<file path="config.mk">
export PLATFORM = sky130hd
export DESIGN_NAME = sec_ded_encoder_28_pipe
export DESIGN_NICKNAME = d
export VERILOG_FILES = /design/src/rtl/sec_ded_encoder_28_pipe.sv
export SDC_FILE = /design/constraint.sdc
export NUM_CORES = 1
export LEC_CHECK = 0
export BUFFER_PORTS_ARGS = -buffer_cell sky130_fd_sc_hd__buf_4
export CAP_MARGIN = 20
export CORE_MARGIN = 2
export CORE_UTILIZATION = 40
export DETAILED_ROUTE_END_ITERATION = 10
export GPL_ROUTABILITY_DRIVEN = 0
export RECOVER_POWER = 25
export SLEW_MARGIN = 20
export SYNTH_ARGS = -nofsm -noshare
export SYNTH_HDL_FRONTEND = slang
export SYNTH_SLANG_ARGS = --single-unit
</file>
<file path="constraint.sdc">
create_clock -name clk_i -period 3.4 [get_ports clk_i]
set_input_delay 0.51 -clock clk_i [delete_from_list [all_inputs] [get_ports clk_i]]
set_output_delay 0.51 -clock clk_i [all_outputs]
set_load 0.01 [all_outputs]
</file>
<file path="src/rtl/sec_ded_encoder_28_pipe.sv">
// SEC-DED encoder for 28-bit cache words with a two-stage valid/ready pipeline,
// one-shot error injection on the codeword and a saturating count of words
// delivered downstream. Check-bit equations match sec_ded_decoder_28.
module sec_ded_encoder_28_pipe #(
  parameter int unsigned CNT_W     = 16,
  parameter bit          INJECT_EN = 1'b1
) (
  input  logic             clk_i,
  input  logic             rst_ni,
  input  logic             valid_i,
  output logic             ready_o,
  input  logic [27:0]      data_i,
  output logic             valid_o,
  input  logic             ready_i,
  output logic [27:0]      data_o,
  output logic [6:0]       ecc_o,
  input  logic             inj_arm_i,
  input  logic [34:0]      inj_mask_i,
  output logic             inj_busy_o,
  output logic [CNT_W-1:0] word_cnt_o
);

  // Data-bit membership of each check bit (bit n set = data bit n participates).
  localparam logic [27:0] M0 = 28'h6AAAD5B;
  localparam logic [27:0] M1 = 28'hB33366D;
  localparam logic [27:0] M2 = 28'h3C3C78E;
  localparam logic [27:0] M3 = 28'h3FC07F0;
  localparam logic [27:0] M4 = 28'h3FFF800;
  localparam logic [27:0] M5 = 28'hC000000;

  logic             vA_q, vB_q;
  logic [27:0]      dA_q, dB_q;
  logic [6:0]       eB_q;
  logic             busy_q;
  logic [34:0]      mask_q;
  logic [CNT_W-1:0] cnt_q;

  logic             advA, advB;
  logic             inj_apply;
  logic [5:0]       ecc_lo;
  logic [6:0]       ecc_full;
  logic [27:0]      dB_d;
  logic [6:0]       eB_d;

  // Handshake, check-bit generation and optional mask application between stages.
  always_comb begin
    advB      = ~vB_q | ready_i;
    advA      = ~vA_q | advB;
    ecc_lo[0] = ^(dA_q & M0);
    ecc_lo[1] = ^(dA_q & M1);
    ecc_lo[2] = ^(dA_q & M2);
    ecc_lo[3] = ^(dA_q & M3);
    ecc_lo[4] = ^(dA_q & M4);
    ecc_lo[5] = ^(dA_q & M5);
    ecc_full  = {(^dA_q) ^ (^ecc_lo), ecc_lo};
    inj_apply = INJECT_EN && busy_q && advB && vA_q;
    {eB_d, dB_d} = {ecc_full, dA_q} ^ (inj_apply ? mask_q : '0);
  end

  // Two pipeline stages; stage B holds while the downstream stalls.
  always_ff @(posedge clk_i) begin
    if (!rst_ni) begin
      vA_q <= 1'b0;
      dA_q <= '0;
      vB_q <= 1'b0;
      dB_q <= '0;
      eB_q <= '0;
    end else begin
      if (advA) begin
        vA_q <= valid_i;
        if (valid_i) dA_q <= data_i;
      end
      if (advB) begin
        vB_q <= vA_q;
        if (vA_q) begin
          dB_q <= dB_d;
          eB_q <= eB_d;
        end
      end
    end
  end

  // One-shot injection: arm captures the mask, first A->B move after arming consumes it.
  always_ff @(posedge clk_i) begin
    if (!rst_ni) begin
      busy_q <= 1'b0;
      mask_q <= '0;
    end else if (INJECT_EN) begin
      if (!busy_q && inj_arm_i) begin
        busy_q <= 1'b1;
        mask_q <= inj_mask_i;
      end else if (inj_apply) begin
        busy_q <= 1'b0;
      end
    end
  end

  // Saturating count of downstream handshakes.
  always_ff @(posedge clk_i) begin
    if (!rst_ni) begin
      cnt_q <= '0;
    end else if (vB_q && ready_i && (cnt_q != '1)) begin
      cnt_q <= cnt_q + CNT_W'(1);
    end
  end

  assign ready_o    = advA;
  assign valid_o    = vB_q;
  assign data_o     = dB_q;
  assign ecc_o      = eB_q;
  assign inj_busy_o = busy_q;
  assign word_cnt_o = cnt_q;

endmodule

</file>
==> results of run 1 <==
registers in the layout, summed over array words and instances, names as in the netlist:
register,flops
inj_busy_o,1
word_cnt_o,16
mask_q,35
vA_q,1
data_o,28
dA_q,28
valid_o,1
ecc_o,7
cell usage after synthesis (all sizes together), types with 4 or more instances:
cell type | count | area (µm²)
nand2 | 203 | 762
dfxtp | 117 | 2340
a21boi | 65 | 488
xor2 | 47 | 419
xnor2 | 42 | 375
clkbuf | 37 | 139
o211a | 31 | 310
and2 | 11 | 68.8
nor2b | 10 | 62.6
xnor3 | 7 | 163
a21oi | 4 | 20.0
mux2i | 4 | 40.0
nand4 | 4 | 25.0
nor2 | 4 | 15.0
o21ai | 4 | 20.0
worst paths after layout:
| path | from | to | slack, ns | depth (start not counted) |
|---|---|---|---|---|
| setup reg to reg | word_cnt_o[0] | word_cnt_o[4] | 1.32 | 7 |
| setup / recovery | word_cnt_o[0] | word_cnt_o[4] | 1.32 | 7 |
| hold reg to reg | mask_q[32] | mask_q[32] | 0.47 | 2 |
| hold / removal | data_i[19] | dA_q[19] | 0.36 | 3 |
per-stage QoR:
step | setup WS (ns) | total power (µW) | instance area, µm²
after floorplan | 1.46 | 2010 | 5420
after global placement | 1.33 | 2230 | 6470
after detailed placement | 1.31 | 2240 | 6470
after CTS | 1.30 | 3850 | 7010
after global routing | 1.13 | 3950 | 6850
final | 1.32 | 3780 | 6850
worst min-delay path: stages:
cell	delay, ns
buf_4	0.11
nand2_1	0.04
a21boi_0	0.06
layout by cell type, fill, tap and decap left out, drive strengths merged:
master | Yosys | layout
a21boi | 65 | 65
a21oi | 4 | 4
a31oi | 1 | 1
and2 | 11 | 11
and4 | 3 | 3
buf | 1 | 86
clkbuf | 37 | 68
clkinv | 0 | 4
dfxtp | 117 | 117
ha | 1 | 1
inv | 2 | 2
mux2i | 4 | 4
nand2 | 203 | 203
nand2b | 2 | 2
nand3 | 3 | 3
nand3b | 1 | 1
nand4 | 4 | 4
nor2 | 4 | 4
nor2b | 10 | 10
nor3 | 3 | 3
nor3b | 1 | 1
nor4 | 3 | 3
o211a | 31 | 31
o21a | 2 | 2
o21ai | 4 | 4
o31a | 1 | 1
or3 | 1 | 1
xnor2 | 42 | 42
xnor3 | 7 | 7
xor2 | 47 | 47
routing by layer:
| metal | track usage [%] | vias up |
|---|---|---|
| met5 | 0 | - |
| met4 | 8.65 | 0 |
| met3 | 4.58 | 19 |
| met2 | 30.8 | 99 |
| met1 | 24.8 | 2075 |
| li1 | - | 2223 |
final cells by class:
type	instances	area, µm²	area share, %
Inverter	2	7.51	0.110
Timing Repair Buffer	127	813	11.9
Clock inverter	4	20.0	0.292
Clock buffer	27	513	7.49
Multi-Input combinational cell	458	2940	42.9
Tap cell	176	220	3.21
Sequential cell	117	2340	34.2
logic make-up after synthesis:
| kind of cell | count (synthesis) | share of synthesized area, % |
|---|---|---|
| buffers and inverters | 40 | 2.77 |
| AND/OR/NAND/NOR | 249 | 19.3 |
| multiplexers | 4 | 0.739 |
| AO/OA/AOI/OAI | 108 | 16.0 |
| adder cells (fa/ha/maj) | 1 | 0.231 |
| flip-flops | 117 | 43.2 |
| XOR/XNOR | 96 | 17.7 |
power breakdown:
| group | internal, µW | switching (µW) | total, µW |
|---|---|---|---|
| registers | 1460 | 74.5 | 1530 |
| logic | 354 | 293 | 647 |
| clock network | 1020 | 583 | 1600 |
| total | 2830 | 950 | 3780 |
==> flow_summary_export.csv, run 1 <==
group,metric,value,unit
run_status,status,"finished, violations left",
run_status,violations,"capacitance limit, slew limit",
die,start_util,40.9,%
cts,hold_buffers,0,
cts,cts_max_level,4,
die,fp-row-count,42,
grt,grt_pass1_vias,4360,
grt,antenna_found_initial,0,
yosys,ys.flop_type,"dfxtp_1",
cts,insertion_delay,0.42,ns
finish,area_growth_syn_to_layout,26.5,%
die,fp.dieH,120,µm
finish,finalCoreUtilization,51.7,%
place,dp.cells,880,
place,dp_hpwl,9390,µm
yosys,netlist-cell-type-count,34,
drt,firstDrtPassIters,4,
drt,met1_length,6280,µm
job,cap_violations,1,
setup_path,critPathMaxFanout,5,
timing,finalCriticalPeriod,2.08,ns
drt,wl_per_cell,14.8,µm
timing,period_share,61.3,%
cts,cts.sinks,117,
cts,cts_setup_buffers,0,
finish,antenna_cells,0,
drt,ant_nets,0,
cts,cts_tree,"done",
yosys,netlist_instances,615,
die,die_width,120,µm
setup_path,worst_setup_path_end_kind,"flip-flop",
drt,drtIter0Drc,193,
grt,grtUsageTotal,19.3,%
yosys,synth_seq_cells,117,
timing,rsz0062_at_grt,"no",
die,core_area,13200,µm²
yosys,synth_area,5420,µm²
yosys,synth_nets,684,
drt,vias,4416,
place,io_buffer_count,121,
timing,setup_tns,0,ns
pwr,vdd_drop_max,0.321,mV
setup_path,slowest_delay,0.48,ns
finish,nets,792,
finish,final_cells,911,
timing,slew_headroom,-33.1,%
drt,top_layer,"met4",
yosys,yosysSeqAreaShare,43.2,%
drt,met3_length,647,µm
yosys,syn_avg_cell_area,8.81,µm²
timing,hold_violations,0,
grt,grt_pass1_wl,21800,µm
timing,hold_ws,0.356,ns
setup_path,path_buf_inv,1,
cts,root_buffer,"clkbuf_16",
cts,cts_resized,0,
setup_path,crit_chain,"ha_1 > inv_1 > nor4_2 > a21oi_1 > and4_1 > xor2_1 > and2_1",
worst_hold_path,hp-class,"in2reg",
cts,cts.clk_slew.worst_paths,0.05,ns
cts,cts_buffers,17,
timing,finClkSkew,0.00798,ns
timing,maxSlewViolCount,118,
setup_path,cp.arrival,2.38,ns
yosys,yosys_warnings,0,
finish,fill_cells,1319,
setup_path,cp.required,3.70,ns
drt,drc,0,
die,die-area,14500,µm²
timing,max_freq,480,MHz
yosys,synth_edf_count,0,
timing,worstMarginPinSlew,2.00,ns
drt,wirelength,13500,µm
grt,grt_max_degree,118,
timing,finalSetupViolCount,0,
cts,cts_max_path_buffers,2,
yosys,synth-async-reset-ratio,0,%
setup_path,cp_slowest_cell,"nor4_2",
drt,vias_per_cell,4.85,
pwr,p_leak,0.00303,µW
setup_path,critPathKind,"reg2reg",
setup_path,crit_path_start_kind,"flip-flop",
die,pin_count,122,
pwr,power_density,551,nW/µm²
drt,routed-wl-met2,6280,µm
finish,drive_gt1_share,16.3,%
setup_path,critPathTopFamily,"simple AND/OR/NAND/NOR gates",
grt,gr-total-overflow,0,
Power figures use the tool's default switching activity.
==> run 2, diff against run 1 <==
==> constraint.sdc (replaced) <==
create_clock -name clk_i -period 1.83 [get_ports clk_i]
set_input_delay 0.2745 -clock clk_i [delete_from_list [all_inputs] [get_ports clk_i]]
set_output_delay 0.2745 -clock clk_i [all_outputs]
set_load 0.01 [all_outputs]
==> run 2 against run 1 <==
Largest cell class unchanged. The flow finishes with violations (setup timing). Non-clock buffer count rose by 53. Sequential share of layout area fell by 2.6 points. Cell count rose by 5.8%.
==> flow_summary_export.csv, run 2 (synthesis results as in run 1) <==
group,metric,value,unit
setup_path,crit_path_start_kind,"flip-flop",
finish,top_register,"mask_q",
cts,root_buffer,"clkbuf_16",
setup_path,cp.arrival,2.14,ns
finish,largest_reg_flops,35,
setup_path,crit_chain,"xnor2_1 > xnor3_1 > xnor2_2 > xnor3_1 > xnor2_1 > a21oi_1",
setup_path,worst_setup_path_end_kind,"flip-flop",
job,cap_violations,0,
cts,insertion_delay,0.41,ns
finish,nets,845,
pwr,p_sw_share,24.7,%
run_status,status,"finished, violations left",
die,core_area,13200,µm²
die,fp-row-count,42,
die,die-area,14500,µm²
die,start_util,40.9,%
setup_path,path_buf_inv,0,
pwr,p_switching,1800,µW
pwr,power.internal,5500,µW
timing,period_share,101,%
timing,finalSetupViolCount,1,
timing,rsz0062_at_grt,"yes",
drt,vias_per_cell,4.80,
cts,cts_max_path_buffers,2,
timing,finalCriticalPeriod,1.84,ns
setup_path,critPathMaxFanout,3,
run_status,violations,"setup timing",
die,die_width,120,µm
pwr,pwr-share-comb,19.7,%
setup_path,slowest_delay,0.45,ns
place,io_buffer_count,121,
grt,gr-total-overflow,0,
cts,cts_max_level,4,
grt,antenna_found_initial,0,
timing,worst_slack,-0.0114,ns
timing,max_freq,543,MHz
die,fp.dieH,120,µm
drt,drc,0,
cts,cts_tree,"done",
pwr,p_leak,0.00339,µW
finish,layout_common_cells,"nand2_1, buf_4, dfxtp_1",
finish,final_area,7450,µm²
grt,grtUsageTotal,19.3,%
grt,grt_pass1_wl,22000,µm
grt,grt_max_degree,118,
grt,grt_pass1_vias,4549,
worst_hold_path,hp-class,"in2reg",
finish,area_growth_syn_to_layout,37.5,%
pwr,power_density,979,nW/µm²
drt,wl_per_cell,14.2,µm
setup_path,cp_slowest_cell,"xnor3_1",
setup_path,critPathTopFamily,"XOR/XNOR gates",
timing,worstMarginPinSlew,0.635,ns
timing,hold_violations,0,
pwr,clkPwrFrac,41.7,%
drt,drtIter0Drc,267,
place,place_area,6950,µm²
timing,hold_ws,0.120,ns
timing,maxSlewViolCount,0,
cts,cts.clk_slew.worst_paths,0.05,ns
timing,finClkSkew,0.00569,ns
finish,final_cells,964,
pwr,total_power,7300,µW
cts,cts.sinks,117,
die,pin_count,122,
setup_path,cp.required,2.13,ns
finish,drive_gt1_share,24.9,%
finish,layout_commonest_cell,"nand2_1",
timing,slew_headroom,57.5,%
pwr,power_frac_seq,38.6,%
place,dp_hpwl,9760,µm
drt,ant_nets,0,
place,dp.cells,932,
finish,antenna_cells,0,
drt,wirelength,13700,µm
cts,cts_buffers,17,
drt,vias,4624,
drt,firstDrtPassIters,4,
timing,setup_tns,-0.0114,ns
pwr,vdd_drop_max,0.673,mV
setup_path,critPathKind,"reg2reg",
==> run 2: cell count changes in the layout (fill, tap and decap cells not counted), moves of 2 or more <==
cell,delta
xor2_1,-2
xnor2_1,-8
buf_4,+53
xnor2_2,+7
clkbuf_8,+2
buf_12,+4
nor3_1,-2
nor3_2,+2
xor2_2,+2
clkbuf_1,-4
dfxtp_1,-6
dfxtp_2,+6
==> run 2: final cells by class <==
type | instances | area (µm²)
Clock buffer | 28 | 537
Clock inverter | 3 | 15.0
Fill cell | 1285 | 5790
Inverter | 2 | 7.51
Multi-Input combinational cell | 458 | 3050
Sequential cell | 117 | 2350
Tap cell | 176 | 220
Timing Repair Buffer | 180 | 1270
==> run 2: worst paths after layout <==
check / to / slack, ns / cells past startpoint / start
min reg2reg: mask_q[12] / 0.46 / 2 / mask_q[12]
min: vA_q / 0.12 / 3 / valid_i
max: ecc_o[6] / -0.01 / 6 / dA_q[23]
max reg2reg: ecc_o[6] / -0.01 / 6 / dA_q[23]
==> run 2: worst min-delay path, cell delays in order <==
cell and delay, ns:
buf_4 0.09, a21oi_1 0.03, nor2b_1 0.09
==> run 2: power groups by stage <==
stage | sequential [µW] | clock (µW) | combinational, µW
2_1_floorplan | 2880 | 0 | 867
3_3_place_gp | 2860 | 0 | 1450
3_5_place_dp | 2870 | 0 | 1460
4_1_cts | 2820 | 3110 | 1470
5_1_grt | 2830 | 3220 | 1570
6_report | 2820 | 3040 | 1440
==> run 2: repair_timing <==
action | in CTS | in global routing
gates resized for setup | 4 | 12
hold buffers | 0 | 0
setup buffers | 0 | 1
pin swaps | 2 | 2
setup endpoints to repair | 2 | 7
==> run 2: layer usage <==
layer / track usage [%] / up-vias / wire length, µm
met5: 0 / - / 0
met2: 31.5 / 103 / 6430
met4: 5.67 / 0 / 151
li1: - / 2338 / -
met1: 25.3 / 2170 / 6460
met3: 4.95 / 13 / 618
==> run 2: through the flow <==
step           utilization (%)  setup WS (ns)
4_1_cts                   56.8        -0.0179
3_3_place_gp              52.5        -0.0606
5_1_grt                   56.3         -0.129
3_5_place_dp              52.5        -0.0659
6_report                  56.3        -0.0114
2_1_floorplan                -        -0.0425
